### config.mk
export PLATFORM = sky130hd
export DESIGN_NAME = core_if_fetch
export DESIGN_NICKNAME = d
export VERILOG_FILES = /design/src/rtl/core_if_fetch.sv
export SDC_FILE = /design/constraint.sdc
export NUM_CORES = 1
export LEC_CHECK = 0
export CAP_MARGIN = 25
export CELL_PAD_IN_SITES_DETAIL_PLACEMENT = 2
export CELL_PAD_IN_SITES_GLOBAL_PLACEMENT = 2
export CORE_ASPECT_RATIO = 0.75
export CORE_UTILIZATION = 24
export CTS_BUF_LIST = sky130_fd_sc_hd__clkbuf_4
export CTS_CLUSTER_DIAMETER = 120
export DETAILED_ROUTE_END_ITERATION = 7
export GPL_TIMING_DRIVEN = 0
export PLACE_DENSITY_LB_ADDON = 0.1
export SLEW_MARGIN = 20
export SYNTH_ARGS = -nofsm -noshare
export SYNTH_HDL_FRONTEND = slang
export SYNTH_SLANG_ARGS = --single-unit
### constraint.sdc
create_clock -name clk -period 5.1 [get_ports clk]
set_input_delay 1.53 -clock clk [delete_from_list [all_inputs] [get_ports clk]]
set_output_delay 1.53 -clock clk [all_outputs]
set_load 0.02 [all_outputs]
### src/rtl/core_if_fetch.sv
// rtl/core_if_fetch.sv - instruction-fetch stage: PC, one-outstanding imem request, IF/ID handoff.
// Optional IF_RESP_BYPASS_EN delivers imem_rdata straight from WAIT when ID is not stalled.
module core_if_fetch #(
    parameter logic [31:0] RESET_PC = 32'h0000_0000
) (
    input  logic        clk,
    input  logic        rst,
    input  logic        stall,
    input  logic        redirect_valid,
    input  logic [31:0] redirect_pc,
    output logic        imem_req,
    output logic [31:0] imem_addr,
    input  logic        imem_ack,
    input  logic        imem_rvalid,
    input  logic [31:0] imem_rdata,
    output logic [31:0] pc_plus_4,
    output logic [31:0] inst_word,
    output logic        if_id_we,
    output logic        if_flush
);

    typedef enum logic [1:0] {REQ, WAIT, VALID, DROP} state_t;

    state_t      r_state;
    state_t      w_state_nxt;
    logic [31:0] r_pc;
    logic [31:0] r_inst_buf;
    logic [31:0] w_pc_nxt;
    logic [31:0] w_buf_nxt;
    logic [31:0] w_pc_plus_4;
    logic        w_deliver;

    assign w_pc_plus_4 = r_pc + 32'd4;

    always_ff @(posedge clk) begin
        if (rst) begin
            r_state    <= REQ;
            r_pc       <= RESET_PC;
            r_inst_buf <= '0;
        end else begin
            r_state    <= w_state_nxt;
            r_pc       <= w_pc_nxt;
            r_inst_buf <= w_buf_nxt;
        end
    end

    always_comb begin
        w_state_nxt = r_state;
        w_pc_nxt    = r_pc;
        w_buf_nxt   = r_inst_buf;
        w_deliver   = 1'b0;
        inst_word   = r_inst_buf;
        case (r_state)
            REQ: begin
                // An ack alongside a redirect means the old-path request is already in flight.
                if (imem_ack) w_state_nxt = redirect_valid ? DROP : WAIT;
            end
            WAIT: begin
                if (imem_rvalid) begin
                    if (redirect_valid) begin
                        w_state_nxt = REQ;
`ifdef IF_RESP_BYPASS_EN
                    end else if (!stall) begin
                        w_deliver   = 1'b1;
                        inst_word   = imem_rdata;
                        w_pc_nxt    = w_pc_plus_4;
                        w_state_nxt = REQ;
`endif
                    end else begin
                        w_buf_nxt   = imem_rdata;
                        w_state_nxt = VALID;
                    end
                end else if (redirect_valid) begin
                    w_state_nxt = DROP;
                end
            end
            VALID: begin
                if (redirect_valid) begin
                    w_state_nxt = REQ;
                end else if (!stall) begin
                    w_deliver   = 1'b1;
                    w_pc_nxt    = w_pc_plus_4;
                    w_state_nxt = REQ;
                end
            end
            DROP: begin
                // The discarded response retires the outstanding request, even if redirected again.
                if (imem_rvalid) w_state_nxt = REQ;
            end
            default: w_state_nxt = REQ;
        endcase
        if (redirect_valid) w_pc_nxt = redirect_pc & ~32'd3;
    end

    assign imem_req  = (r_state == REQ) && !rst;
    assign imem_addr = {r_pc[31:2], 2'b00};
    assign pc_plus_4 = w_pc_plus_4;
    assign if_id_we  = w_deliver && !rst;
    assign if_flush  = redirect_valid && !rst;

endmodule

==> metrics.cfg <==
[cts]
cts_setup_buffers=0
clkTransAtPathRegs_ns=0.13
max-clock-path-buffers=2
clk_latency_ns=0.45
cts.htree.levels=3
cts_made_buffers=9
cts_tree=done
root_buffer=clkbuf_4
clock_sinks=64

[layout]
diodes=0
fillers=1596
drive_gt1_share_pct=7.293
fin_area_um2=5458
multi_input_area_um2=1921
layout.nets=683
areaGrowthSynthToFinish_pct=58.45
seq_area_um2=1281
layout_commonest_cell=clkdlybuf4s50_1
fin_util_pct=39.43
mostFrequentLayoutCells=160 x clkdlybuf4s50_1, 96 x nand2_1, 64 x dfxtp_1, 43 x nor2_1, 43 x a21oi_1

[setup_path]
cp-start-kind=input pin
critPathTopFamily=buffers and inverters
path_cells=clkdlybuf4s50_1 > clkbuf_8 > clkbuf_1 > nor3_1 > clkdlybuf4s50_1
cp_slowest_cell=clkdlybuf4s50_1
cp_common_cell=clkdlybuf4s50_1
worst_setup_path_end_kind=output pin
critPathMaxStageDelay_ns=0.58
r2r_start=r_pc[2]
required_ns=3.57
path_buf_inv=4
crit_start=rst
cp.arrival_ns=3.36
worstSetupPathType=in2out
crit_path_max_fanout=10

[logic_synthesis]
synth_area_um2=3445
synth_seq_cells=64
synth_warnings=0
synthTopCellsByArea=dfxtp_1 37%, nand2_1 10%, xnor2_1 6.9%, xor2_1 6.4%, a21oi_1 6.2%
yosys.area.top_type=dfxtp_1
avgSynthCellArea_um2=7.900
yosysUniqueCellTypes=48
syn_inst=436
yosysSeqAreaShare_pct=37.20
synth_top_area_share_pct=37.20

[pwr]
power.total_w=0.001283
p_per_area_nw_per_um2=235.1
leakage_nw=1.942
combinationalPowerShare_pct=23.5
pwr-share-clk_pct=33.5
p_switching_w=0.0004011
swShare_pct=31.26
pwr-share-seq_pct=43.0
internal_power_w=0.0008822
vdd_ir_drop_max_mv=0.09497

[die]
start_util_pct=24.88
placementRows=37
ioPinCount=169
die_x_um=140.3
dieArea_um2=14840
fp.dieH_um=105.8
core-area_um2=13840

[timing]
worst_slew_pin_slew_ns=0.6581
rsz0062_at_grt=false
clock.fmax_mhz=204.3
drv_slew=0
tns_ns=0
setup_viol=0
hold_viol=0
finalCriticalPeriod_ns=4.894
timing.final.ws_setup_ns=0.2059
max_slew_margin_pct=55.72
finalCritPeriodShare_pct=95.96
skew_ns=0.01914

[drt]
dr.pass1.iters=4
routed_via_density=4.795
postRouteAntennaNets=0
drcViolationCount=0
wl_per_cell_um=18.02
wirelength_mm=14.27
drt_iter0_drc=141
vias=3798

[global_route]
antenna_found_initial=0
grt_max_degree=13
grt_pass1_vias=4121
grt_pass1_wl_mm=22.54
grt_use_total_pct=19.81
grt-ovfl-total=0

[min_path]
min_path_type=reg2reg
min-delay-start=inst_word[1]

[placed_design]
place_congestion=0.7692
hpwl_mm=11.00
post_dp_cell_area_um2=5286
post-place-ws_ns=0.002650
io_buffers=161

[run]
maxCapViolCount=0

[status]
status=finished clean

-- repair_timing --
action / 4_1_cts / 5_1_grt
hold buffers: 0 / 0
endpoints found under the setup margin: 1 / 0
gates resized for setup: 1 / 0
-- tightest hold or removal path: cells and delay by family, from the launching register on --
kind / cells / cell delay (ns)
and+or+nand+nor: 1 / 0.05
AOI/OAI and AO/OA: 1 / 0.05
DFF: 1 / 0.33
-- power by group through the flow --
stage	Sequential [W]	Combinational (W)	Clock (W)
final	0.000552	0.000301	0.000430
after global routing	0.000556	0.000321	0.000471
after CTS	0.000552	0.000304	0.000447
after detailed placement	0.000563	0.000302	0
after global placement	0.000561	0.000296	0
after floorplan	0.000580	0.000118	0
-- path summary, 6_finish.rpt --
kind / cells past startpoint / endpoint / slack [ns]
max: 5 / imem_req / 0.21
min: 2 / inst_word[1] / 0.46
max reg2reg: 6 / r_pc[28] / 2.59
min reg2reg: 2 / inst_word[1] / 0.46
-- Yosys cell counts, drive strengths merged --
master       number
o21a              1
xnor2            27
nor2             44
conb              1
nand2            96
nand3            18
xor2             25
a22o              3
and4              1
ha                1
nor3              5
clkbuf           24
or4               2
a31oi             1
a211oi           15
o31ai             2
inv               2
nor2b             1
or3               1
dlygate4sd1       1
o2bb2ai           1
or4b              1
nor3b             1
dfxtp            64
o21ai             2
nand4            15
a311oi            4
and3              8
nand3b            1
nor4              5
or3b              1
clkinv            1
buf              12
and2              3
or2               1
mux2i             2
a21oi            43
-- sequential cells by signal, summed over array words and instances, names as in the netlist --
name / count
inst_word: 32
r_state: 2
r_pc: 30
-- cell families after synthesis --
kind of cell | Yosys count | synth area share (%)
multiplexers | 2 | 0.5812
AO/OA/AOI/OAI | 72 | 12.68
flip-flops | 64 | 37.20
other | 1 | 0.1089
adder cells (fa/ha/maj) | 1 | 0.3632
AND/OR/NAND/NOR | 204 | 28.48
XOR/XNOR | 52 | 13.22
buffers and inverters | 40 | 7.373
-- routing by layer --
| layer | part of all wire (%) | vias to the layer above | GRT usage, % |
|---|---|---|---|
| met4 | 0.68 | 0 | 3.925 |
| met3 | 6.8 | 8 | 6.724 |
| li1 | - | 1822 | - |
| met1 | 47 | 1863 | 26.01 |
| met5 | 0 | - | 0 |
| met2 | 45 | 105 | 31.36 |
-- per-stage QoR --
| stage | hold slack (ns) | instances |
|---|---|---|
| floorplan | 0.5345 | 439 |
| global placement | 0.4407 | 775 |
| detailed placement | 0.4533 | 775 |
| CTS | 0.4688 | 791 |
| global route | 0.4941 | 792 |
| finish | 0.4649 | 792 |
-- layout make-up --
class	instances	share of cell area, %
flip-flops and latches	64	23.48
inverters	3	0.2063
repair buffers	162	29.60
clock inverters	6	1.696
well taps	175	4.012
plain buffers	37	4.448
multi-input cells	335	35.19
clock buffers	10	1.376
(Power assumes the default switching activity.)
